===== config.mk =====
export PLATFORM = sky130hd
export DESIGN_NAME = debounce_toggle_pulse
export DESIGN_NICKNAME = d
export VERILOG_FILES = /design/src/rtl/debounce_toggle_pulse.sv
export SDC_FILE = /design/constraint.sdc
export NUM_CORES = 1
export LEC_CHECK = 0
export ABC_CLOCK_PERIOD_IN_PS = 2800
export CORE_AREA = 2 2 55 57
export CTS_CLUSTER_SIZE = 30
export DETAILED_ROUTE_END_ITERATION = 6
export DIE_AREA = 0 0 57 59
export SYNTH_ARGS = -nofsm -noshare
export SYNTH_HDL_FRONTEND = slang
export SYNTH_SLANG_ARGS = --single-unit

===== constraint.sdc =====
create_clock -name CLK -period 2.8 [get_ports CLK]
set_clock_uncertainty 0.2 [all_clocks]
set_input_delay 0.42 -clock CLK [delete_from_list [all_inputs] [get_ports CLK]]
set_output_delay 0.42 -clock CLK [all_outputs]
set_load 0.005 [all_outputs]

===== src/rtl/debounce_toggle_pulse.sv =====
// debounce_toggle_pulse
// Conditioning stage in front of the toggle register block. It synchronises a raw
// push-button or strap input to CLK, debounces it with a stability counter, and
// drives the clean level on O. It also drives a one-cycle pulse on invert for each
// accepted rising edge. invert connects straight to Main.invert, so one clean press
// gives exactly one toggle.
//
// Optional build macro: DEBOUNCE_FALL_PULSE_EN
//   When this macro is defined, the module adds a one-cycle pulse for each accepted
//   falling edge. That port is named release_pulse because "release" is a reserved
//   word in SystemVerilog.
//   When the macro is undefined, the port and its logic do not exist.
module debounce_toggle_pulse #(
    parameter int SYNC_STAGES     = 2,     // 2..4
    parameter int DEBOUNCE_CYCLES = 1000,  // 1..2^CNT_W-1
    parameter int CNT_W           = 16
) (
    input  logic CLK,
    input  logic ASYNCRESETN,
    input  logic I,
    output logic O,
    output logic invert
`ifdef DEBOUNCE_FALL_PULSE_EN
    ,
    output logic release_pulse
`endif
);

    typedef enum logic [1:0] {
        STABLE_LOW,
        PEND_HIGH,
        STABLE_HIGH,
        PEND_LOW
    } state_t;

    localparam logic [CNT_W-1:0] DEB_LAST = CNT_W'(DEBOUNCE_CYCLES);
    localparam logic [CNT_W-1:0] CNT_ONE  = CNT_W'(1);

    logic [SYNC_STAGES-1:0] sync_q;
    logic                   s;
    state_t                 state_q, state_d;
    logic [CNT_W-1:0]       cnt_q, cnt_d, cnt_inc;
    logic                   o_d;
    logic                   rise_d;
`ifdef DEBOUNCE_FALL_PULSE_EN
    logic                   fall_d;
`endif

    // Synchroniser chain: I enters at bit 0, and the FSM sees only the last flop.
    // NOTE: sequential state uses non-blocking (<=) so every flop samples pre-edge values.
    always_ff @(posedge CLK or negedge ASYNCRESETN) begin
        if (!ASYNCRESETN) begin
            sync_q <= '0;
        end else begin
            sync_q <= {sync_q[SYNC_STAGES-2:0], I};
        end
    end

    assign s = sync_q[SYNC_STAGES-1];

    // State, counter and the registered outputs; all clear asynchronously.
    // NOTE: every control flop gets an explicit async reset value; there is no memory array here.
    always_ff @(posedge CLK or negedge ASYNCRESETN) begin
        if (!ASYNCRESETN) begin
            state_q <= STABLE_LOW;
            cnt_q   <= '0;
            O       <= 1'b0;
            invert  <= 1'b0;
        end else begin
            state_q <= state_d;
            cnt_q   <= cnt_d;
            O       <= o_d;
            invert  <= rise_d;
        end
    end

`ifdef DEBOUNCE_FALL_PULSE_EN
    // Registered pulse for an accepted falling edge.
    always_ff @(posedge CLK or negedge ASYNCRESETN) begin
        if (!ASYNCRESETN) begin
            release_pulse <= 1'b0;
        end else begin
            release_pulse <= fall_d;
        end
    end
`endif

    // Next-state logic. A level change is accepted after DEBOUNCE_CYCLES
    // consecutive matching samples of s.
    // NOTE: defaults come first so that no path through the case infers a latch.
    always_comb begin
        state_d = state_q;
        cnt_d   = cnt_q;
        o_d     = O;
        rise_d  = 1'b0;
`ifdef DEBOUNCE_FALL_PULSE_EN
        fall_d  = 1'b0;
`endif
        cnt_inc = cnt_q + CNT_ONE;

        case (state_q)
            STABLE_LOW: begin
                cnt_d = '0;
                if (s) begin
                    if (DEBOUNCE_CYCLES == 1) begin
                        state_d = STABLE_HIGH;
                        o_d     = 1'b1;
                        rise_d  = 1'b1;
                    end else begin
                        state_d = PEND_HIGH;
                        cnt_d   = CNT_ONE;
                    end
                end
            end
            PEND_HIGH: begin
                if (!s) begin
                    // Glitch: drop the pending count, and leave O unchanged.
                    state_d = STABLE_LOW;
                    cnt_d   = '0;
                end else if (cnt_inc == DEB_LAST) begin
                    state_d = STABLE_HIGH;
                    cnt_d   = '0;
                    o_d     = 1'b1;
                    rise_d  = 1'b1;
                end else begin
                    cnt_d = cnt_inc;
                end
            end
            STABLE_HIGH: begin
                cnt_d = '0;
                if (!s) begin
                    if (DEBOUNCE_CYCLES == 1) begin
                        state_d = STABLE_LOW;
                        o_d     = 1'b0;
`ifdef DEBOUNCE_FALL_PULSE_EN
                        fall_d  = 1'b1;
`endif
                    end else begin
                        state_d = PEND_LOW;
                        cnt_d   = CNT_ONE;
                    end
                end
            end
            PEND_LOW: begin
                if (s) begin
                    state_d = STABLE_HIGH;
                    cnt_d   = '0;
                end else if (cnt_inc == DEB_LAST) begin
                    state_d = STABLE_LOW;
                    cnt_d   = '0;
                    o_d     = 1'b0;
`ifdef DEBOUNCE_FALL_PULSE_EN
                    fall_d  = 1'b1;
`endif
                end else begin
                    cnt_d = cnt_inc;
                end
            end
            default: begin
                state_d = STABLE_LOW;
                cnt_d   = '0;
            end
        endcase
    end

endmodule


Word level (Yosys, flattened, before mapping)
Cells that the tools add are included.
Widths: inputs -> output; s select.
- mux-type cells: 21
- reductions and logical operators: 4
- equality and inequality tests: 12
- add/sub/neg operators: 1
- operator list (operator ; number):
    $pmux 16 s4 ; 1
    $mux 16 ; 3
    $add 16x1->16 const B ; 1
    $eq 16x10->1 const B ; 1
    $mux 2 ; 6
    $ne 2x2->1 const B ; 6
    $mux 1 ; 9
    $pmux 2 s4 ; 1
    $ne 3x3->1 const B ; 2
    $reduce_and 5->1 ; 1
    $eq 2x2->1 const B ; 2
    $reduce_and 4->1 ; 1
    $eq 2x1->1 const B ; 1
    $logic_not 2->1 ; 1
    $pmux 1 s2 ; 1
    $reduce_bool 2->1 ; 1
- input bits: 3
- output and inout port bits: 2
- word-level logic and storage cells: 43
- register bits after elaboration: 22

Longest topological paths before layout
Gate-level depths: netlist of run 1.
- word-level depth: 5
- gate-level depth with buffers: 8
- depth with buffers taken out: 7

Worst setup path after synthesis of run 1
No wires, ideal clock.
- kind: register -> register
- start: register cnt_q[0]
- end: register (tool-made name)
- path buffers: 0
- stages on the path, launching flop included: 8
- library setup time: 0.125 ns
- data arrival time: 2.060 ns
- slack: 0.415 ns
- period minus slack after synthesis: 2.385 ns
- data required time: 2.475 ns
- path through: dfrtp_1 > ha_1 > nand2_1 > or4_4 > mux2i_1 > and3_1 > nand4_2 > mux2_4
- RTL lines (item ; line ; text):
    start, declared ; 42 ; logic [CNT_W-1:0] cnt_q, cnt_d, cnt_inc;
    start signal, assigned ; 71 ; cnt_q <= cnt_d;

==> results.tsv, run 1 <==
metric	value	unit
wirelength	2230	µm
drv_cap	0	
relSlewSlack	68.2	%
synth_most_common_cell	nor2_1	
status	complete, no violations	
synth_top_family_by_area	simple AND/OR/NAND/NOR gates	
io_buffers	4	
peakVddDrop	243	µV
muxShareOfSynthArea	2.88	%
ctsResizeCount	0	
path_clk_slew	0.13	ns
drc	0	
antenna_found_initial	0	
grt_pass1_wl	3860	µm
yosys-top-cells-area	dfrtp_1 45%, xnor2_1 7.9%, nor2_1 7.1%	
synth_top_area_share	45.3	%
place_hpwl	1590	µm
timing_worst_setup_path_type	reg -> reg	
vias	885	
final-hold-violation-count	0	
synth_area	0.00121	mm²
cellLeakagePower	0.556	nW
synth_ff_type	dfrtp_1	
worstPathMaxFanout	7	
slew_viol_final	0	
die_h	59	µm
htree_levels	1	
ys_warn_count	0	
fin_setup_tns	0	ns
p_per_area	401	mW/mm²
setup_viol	0	
min_period_over_period	93.3	%
synth-compound-area-share	10.4	%
placementRows	19	
synthCells	125	
clockRootBuffer	clkbuf_4	
cts_setup_buffers	0	
crit_family	simple AND/OR/NAND/NOR gates	
multi_input_area	627	µm²
rsz0062_at_grt	no	
cpPeakStageDelay	0.57	ns
routedWlPerCell	13.7	µm
synth-simple-area-share	26.5	%
sw_frac_of_total	22.7	%
detail-route-antenna-nets	0	
areaGrowthSynthToFinish	8.86	%
hold_class	reg -> reg	
core	0.00271	mm²
clock_sinks	22	
grt_start_max_net_pins	23	
nNetsFinal	137	
grt_pass1_vias	873	
whs	0.173	ns
num_antenna_cells	0	
cp_cell_sequence	ha_1, nand2_1, or4_4, mux2i_1, and3_1, nand4_2, mux2_4	
tightest_slew	0.473	ns
start_util	44.8	%
place.gp.congestion	0.816	
tritoncts	built	
max_freq	383	MHz
viasPerCell	5.43	
yosysSeqAreaShare	45.3	%
period_needed	2.61	ns
synth-adder-area-share	1.03	%
dieArea	0.00336	mm²
synth-edff-count	0	
drtPass1Iterations	4	
critPathBufInv	0	
p_switching	0.120	mW
worstPathArrival	2.63	ns
overflow	0	
p_clk_share	34.2	%
start_kind	flop	
dp.cells	159	
grtUsageTotal	14.8	%
met2_usage	23.6	%
synth_common_cells	23 x nor2_1, 22 x dfrtp_1, 11 x xnor2_1	
worstPathRequired	2.82	ns
drt_iter0_markers	46	
fin_area	0.00132	mm²
seq_area	551	µm²
avgSynthCellArea	9.72	µm²
io-pin-count	5	
place_area	0.00129	mm²
cts_made_buffers	3	
pwr-share-comb	4.1	%
cp-end-kind	flop	
hold_buffers	0	
synthArstFlopShare	100	%
post-synth-top-area-cell	dfrtp_1	
syn-num-nets	129	
intPower	0.410	mW
p_seq_share	61.6	%
drive_gt1_share	10.6	%
layout.cells.non_filler	163	
insertion_delay	0.32	ns
busiest_layer	met2	
grt.met1_usage	19.9	%
ys_ff_latch	22	
use_met3	2.18	%
cts_buffer_depth	2	
finalPower	0.530	mW
synth_xor_area_share	10.8	%
slowest_stage	or4_4	
die_x	57	µm
yosysUniqueCellTypes	40	
fill_cells	258	
[routing by layer]
| layer | vias to the layer above | wire (µm) |
|---|---|---|
| met5 | - | 0 |
| met4 | 0 | 42 |
| met3 | 5 | 98 |
| met2 | 19 | 1000 |
| met1 | 409 | 1090 |
| li1 | 452 | - |
[placed cells by master (no fill, tap or decap), types with 2 or more instances in the layout]
cell / count
buf_4: 2
xor2_1: 4
nor2_1: 23
o21ai_0: 2
clkbuf_4: 3
or3_1: 2
nand3_1: 4
mux2i_1: 2
a31oi_1: 2
a21oi_1: 4
xnor2_1: 11
and3_1: 3
inv_1: 4
a31o_2: 2
nor3_1: 2
dfrtp_1: 22
and2_1: 3
nand2_1: 9
clkdlybuf4s50_1: 4
nand4_1: 2
nor4_1: 2
[worst paths after layout]
kind | end | startpoint | slack (ns) | cells after the start
worst max-delay path | flop | cnt_q[0]$_DFF_PN0_ | 0.19 | 7
worst min register to register | sync_q[1]$_DFF_PN0_ | sync_q[0]$_DFF_PN0_ | 0.17 | 0
worst min-delay path | sync_q[1]$_DFF_PN0_ | sync_q[0]$_DFF_PN0_ | 0.17 | 0
min in group asynchronous | cnt_q[14]$_DFF_PN0_ | ASYNCRESETN | 0.23 | 2
worst max register to register | flop | cnt_q[0]$_DFF_PN0_ | 0.19 | 7
max in group asynchronous | cnt_q[6]$_DFF_PN0_ | ASYNCRESETN | 1.96 | 2
[through the flow]
step           util [%]  setup slack (ns)
4_1_cts            48.8             0.191
2_1_floorplan         -             0.415
3_3_place_gp       47.5             0.297
5_1_grt            48.8            0.0566
3_5_place_dp       47.5             0.233
6_report           48.8             0.187
[cell families after synthesis]
family          Yosys count
fa+ha+maj                 1
simple gates             60
compound gates           17
xor+xnor                 15
buf+inv                   7
flops                    22
mux                       3
[final cells by class]
class / count / area share [%]
tap: 31 / 2.93
inverter: 4 / 1.14
multi-input combinational: 96 / 47.4
sequential: 22 / 41.6
timing repair buffer: 6 / 4.16
clock buffer: 4 / 2.74
[sequential cells by signal (all words and copies together) (netlist names), named ones only]
register,flops
state_q,1
sync_q,2
O,1
invert,1
cnt_q,16
[power groups by stage]
stage               clock network, mW  registers, mW  logic [mW]
finish                          0.181          0.327      0.0220
detailed placement                  0          0.333      0.0229
CTS                             0.185          0.327      0.0228
global route                    0.194          0.328      0.0253
floorplan                           0          0.332      0.0112
global placement                    0          0.332      0.0229
(Power assumes the default switching activity.)
==> inputs of run 2 (changes only) <==
ABC_CLOCK_PERIOD_IN_PS = 2600   (was 2800)
SLEW_MARGIN = 20   (was not set)
clock period = 2.6 ns   (was 2.8 ns; I/O delays follow)
==> run 2 against run 1 <==
Effect of this change: critical path depth stayed put; sequential share of layout area decreased by 1.1 points; sequential cell count stayed put; combinational power is 16% higher; core utilization grew 1.5 points; clock-buffer cell count down 1; first-iteration DRC count decreased by 57%; clock power is 17% lower; maximum frequency increased by 4.0%; final cell count increased by 1.8%; via count is 4.4% higher; worst hold slack worse by 0.010 ns; largest cell class unchanged.
==> results.tsv, run 2 (synthesis gave the netlist of run 1 again) <==
metric	value	unit
status	complete, no violations	
die_x	57	µm
viasPerCell	5.57	
setup_viol	0	
grt_pass1_vias	933	
worstPathRequired	2.60	ns
period_needed	2.51	ns
placementRows	19	
tightest_slew	0.426	ns
whs	0.163	ns
io_buffers	4	
timing_worst_setup_path_type	reg -> reg	
routedWlPerCell	14.8	µm
worstPathArrival	2.51	ns
place_hpwl	1730	µm
insertion_delay	0.31	ns
reg_top3	cnt_q (16), sync_q (2)	
vias	924	
cp-end-kind	flop	
cts_made_buffers	3	
final_cell_mix	23 x nor2_1, 21 x dfrtp_1, 11 x xnor2_1	
dieArea	0.00336	mm²
drtPass1Iterations	4	
multi_input_area	649	µm²
drt_iter0_markers	20	
areaGrowthSynthToFinish	12.2	%
cp_cell_sequence	ha_2, nand2_2, or4_4, mux2i_2, and3_4, nand4_4, mux2_4	
wirelength	2460	µm
die_h	59	µm
seq_area	552	µm²
path_clk_slew	0.11	ns
hold_buffers	0	
drc	0	
cpPeakStageDelay	0.57	ns
place.gp.congestion	0.814	
cellLeakagePower	0.553	nW
fill_cells	259	
slowest_stage	or4_4	
relSlewSlack	71.3	%
place_ws	0.136	ns
max_flop_register	cnt_q	
num_antenna_cells	0	
io-pin-count	5	
finalPower	0.529	mW
min_period_over_period	96.6	%
fin_setup_tns	0	ns
hold_class	reg -> reg	
slew_viol_final	0	
clock_sinks	22	
final_common_cell	nor2_1	
rsz0062_at_grt	no	
clockRootBuffer	clkbuf_4	
nNetsFinal	141	
critPathBufInv	0	
tritoncts	built	
drv_cap	0	
antenna_found_initial	0	
detail-route-antenna-nets	0	
grt_start_max_net_pins	23	
final-hold-violation-count	0	
grtUsageTotal	16.3	%
cts_buffer_depth	2	
p_per_area	388	mW/mm²
drive_gt1_share	16.3	%
post-route-util	50.3	%
crit_family	simple AND/OR/NAND/NOR gates	
core	0.00271	mm²
start_kind	flop	
fin_ws	0.0889	ns
start_util	44.8	%
worstPathMaxFanout	6	
peakVddDrop	264	µV
grt_pass1_wl	4220	µm
largest_register_ffs	16	
overflow	0	
max_freq	398	MHz
htree_levels	1	
run 2: area by class of cell:
cell class	instances	share of cell area (%)
Sequential cell	22	40.5
Multi-Input combinational cell	96	47.7
Tap cell	31	2.85
Inverter	4	1.10
Timing Repair Buffer	10	6.24
Clock buffer	3	1.65
run 2: power by group:
group / switching (mW) / internal [mW] / leakage (nW) / total, mW
sequential: 0.00576 / 0.347 / 0.297 / 0.352
clock: 0.0968 / 0.0542 / 0.0138 / 0.151
combinational: 0.0156 / 0.0100 / 0.242 / 0.0256
run 2: metal layers:
| layer | vias to the layer above | GRT usage [%] | share of wire [%] |
|---|---|---|---|
| met1 | 453 | 20.8 | 48 |
| met5 | - | 0 | 0 |
| met4 | 0 | 7.64 | 1.4 |
| li1 | 458 | - | - |
| met2 | 9 | 27.8 | 48 |
| met3 | 4 | 2.18 | 2.3 |
run 2: timing repair:
action	in CTS	in global routing
buffers inserted	0	1
gates resized for setup	0	6
setup endpoints to repair	0	8
run 2: worst paths after layout:
path,start,endpoint,slack (ns),cells past startpoint
max,cnt_q[1]$_DFF_PN0_,flop,0.09,7
min,sync_q[0]$_DFF_PN0_,sync_q[1]$_DFF_PN0_,0.16,0
max reg2reg,cnt_q[1]$_DFF_PN0_,flop,0.09,7
min reg2reg,sync_q[0]$_DFF_PN0_,sync_q[1]$_DFF_PN0_,0.16,0
max in group asynchronous,ASYNCRESETN,cnt_q[0]$_DFF_PN0_,1.75,2
min in group asynchronous,ASYNCRESETN,cnt_q[10]$_DFF_PN0_,0.21,2
run 2: through the flow:
step / cells / instance area (µm²)
finish: 166 / 1360
global route: 166 / 1360
CTS: 165 / 1330
detailed placement: 162 / 1310
global placement: 162 / 1310
floorplan: 125 / 1210
run 2: worst register-to-register path: cells and delay by family (launching register included):
family                     cells  cell delay [ns]
and+or+nand+nor                4             0.98
adders and majority gates      1             0.22
DFF                            1             0.44
muxes                          2             0.54
==> inputs of run 3 (changes only) <==
GPL_ROUTABILITY_DRIVEN = 0   (was not set)
SLEW_MARGIN = 10   (was 20)
==> results of run 3 <==
The final DEF is identical to that of run 2; final timing and power are the same.
==> RTL change: new RTL, config.mk and constraints of run 3 <==
Re-encode `state_t` (4 states) as one-hot, 4 bits wide.
--- a/src/rtl/debounce_toggle_pulse.sv
+++ b/src/rtl/debounce_toggle_pulse.sv
@@ -26,11 +26,11 @@
 `endif
 );
 
-    typedef enum logic [1:0] {
-        STABLE_LOW,
-        PEND_HIGH,
-        STABLE_HIGH,
-        PEND_LOW
+    typedef enum logic [3:0] {
+        STABLE_LOW  = 4'b0001,
+        PEND_HIGH   = 4'b0010,
+        STABLE_HIGH = 4'b0100,
+        PEND_LOW    = 4'b1000
     } state_t;
 
     localparam logic [CNT_W-1:0] DEB_LAST = CNT_W'(DEBOUNCE_CYCLES);
Check against the original RTL: same outputs for any inputs over 10 cycles, from zero or initial values and one cycle with ASYNCRESETN low; not proved beyond that.
==> RTL change against run 3 <==
Synthesized cell count grew 7.2%; sequential cell count is 2 higher; count of clock-buffer cells in the layout is 1 higher; die area is the same; sequential share of layout area fell by 1.7 points; routed wire length rose by 10%; setup slack gained 0.089 ns; final area grew 14%; synthesized area up 17%.
Power is not compared: it rests on default switching activity, and its combinational part moved more than twofold at a synthesized area within 25%.
==> RTL change: results (changes against run 3) <==
Place
  • HPWL after DPL: 2000 µm (was 1730 µm)
  • Placed insts: 171 (was 162)
  • Port Buffers: 4 (unchanged)

Clock tree
  • Root Driver: clkbuf_4 (unchanged)
  • Total CTS buffers: 3 (unchanged)
  • Max clock buf depth: 2 (unchanged)
  • Clock slew at reported path FFs: 0.13 ns (was 0.11 ns)
  • H-tree depth: 1 (unchanged)
  • Worst-Skew Late Latency: 0.31 ns (about the same)
  • Setup bufs post-CTS: 0 (unchanged)

Setup path
  • Register-to-register setup slack: 0.18 ns (was 0.09 ns)
  • Cell family with the largest share of critical-path delay: simple AND/OR/NAND/NOR gates (unchanged)
  • Critical Path AT: 2.44 ns (was 2.51 ns)
  • Crit path largest cell delay: 0.46 ns (was 0.57 ns)
  • Max stage delay cell, worst path: dfrtp_2 (was or4_4)
  • CP max FO: 7 (was 6)

Final layout
  • Nets@finish: 150 (was 141)
  • Biggest regs: cnt_q: 16 flops, state_q: 4 flops, sync_q: 2 flops (was cnt_q: 16 flops, sync_q: 2 flops)
  • ANT cells: 0 (unchanged)
  • Non-Filler Instances: 175 (was 166)
  • Share of cells above drive strength 1: 22.2% (was 16.3%)

Power and ir drop
  • Peak VDD IR: 0.411 mV
  • Internal Power: 0.502 mW
  • Leakage: 0.574 nW

Logic synthesis
  • Register area share after synthesis: 42.4% (was 45.3%)
  • Synth area leaders: dfrtp_1, xnor2_1, nor2_4 (was dfrtp_1, xnor2_1, nor2_1)
  • Commonest cells in the netlist: dfrtp_1, nor2_1, xnor2_1 (was nor2_1, dfrtp_1, xnor2_1)
  • Syn avg cell area: 10.6 µm² (was 9.72 µm²)
  • Ys async rst share: 100% (unchanged)
  • Warnings, synthesis: 0 (unchanged)
  • Cell variety after synth: 42 (was 40)
  • Syn nets: 139 (was 129)

Min path
  • Hold crit path type: reg -> reg (unchanged)

Detailed routing
  • Via count: 1056 (was 924)
  • Total routed wirelength: 2710 µm (was 2460 µm)
  • TritonRoute pass-1 iters: 4 (unchanged)
  • Initial DRC Count: 40 (was 20)

Global routing
  • Vias in the first global route: 1000 (was 933)
  • Largest net degree at the start of global routing: 25 (was 23)
  • All-layer global routing usage: 18.4% (was 16.3%)
  • Initial antenna violation count: 0 (unchanged)
  • First-pass GRT wire length: 4730 µm (was 4220 µm)

STA
  • Final hold slack: 0.167 ns (was 0.163 ns)
  • Tightest Pin Transition: 0.310 ns (was 0.426 ns)

Status
  • Status: finished, final reports clean (unchanged)
==> RTL change: cell types whose count changed in the layout (fill, tap and decap cells not counted), sizes merged, moves of 3 or more <==
cell,delta
nor3,+4
nand2,-3
nand4,+3
nor4,+3
==> RTL change: layout make-up <==
type	count	area, µm²
fillers	246	1150
repair buffers	9	90.1
multi-input cells	103	773
well taps	31	38.8
flip-flops and latches	24	604
clock buffers	4	36.3
inverters	4	15.0
==> RTL change: power by group through the flow <==
stage                     combinational, mW  sequential [mW]  clock [mW]
after floorplan                      0.0422            0.416           0
after global placement               0.0595            0.421           0
after detailed placement             0.0605            0.423           0
after CTS                            0.0610            0.416       0.200
after global routing                 0.0689            0.422       0.220
final                                0.0601            0.418       0.191
==> RTL change: final timing paths <==
kind | startpoint | to | cells past startpoint
min in group asynchronous | ASYNCRESETN | cnt_q[11] | 2
worst max register to register | cnt_q[1] | cnt_q[4] | 8
worst max-delay path | cnt_q[1] | cnt_q[4] | 8
worst min register to register | sync_q[0] | sync_q[1] | 0
worst min-delay path | sync_q[0] | sync_q[1] | 0
max in group asynchronous | ASYNCRESETN | state_q[0] | 2
==> RTL change: what timing repair did <==
action,in CTS,in global routing
resized for setup,0,3
endpoints found under the setup margin,0,8
hold buffers,0,0
==> RTL change: cells by family (layout without fill, tap and decap cells) <==
kind of cell,after synthesis,in the layout,synth area share [%]
XOR/XNOR,15,15,9.26
adder cells (fa/ha/maj),2,2,1.76
AND/OR/NAND/NOR,70,70,34.9
AO/OA/AOI/OAI,16,16,8.47
flip-flops,24,24,42.4
buffers and inverters,7,17,3.17
==> RTL change: layer usage <==
layer | global-route usage (%) | share of wire [%] | routed length [µm] | vias to the layer above
li1 | - | - | - | 507
met1 | 27.6 | 47 | 1280 | 506
met2 | 27.3 | 46 | 1230 | 36
met3 | 2.40 | 5.2 | 141 | 7
met4 | 6.64 | 2.0 | 54 | 0
met5 | 0 | 0 | 0 | -
==> RTL change: metrics by stage <==
stage / setup slack (ns) / cell area [µm²]
6_report: 0.178 / 1560
5_1_grt: 0.0381 / 1560
3_3_place_gp: 0.236 / 1520
3_5_place_dp: 0.137 / 1520
4_1_cts: 0.0839 / 1550
2_1_floorplan: 0.399 / 1420
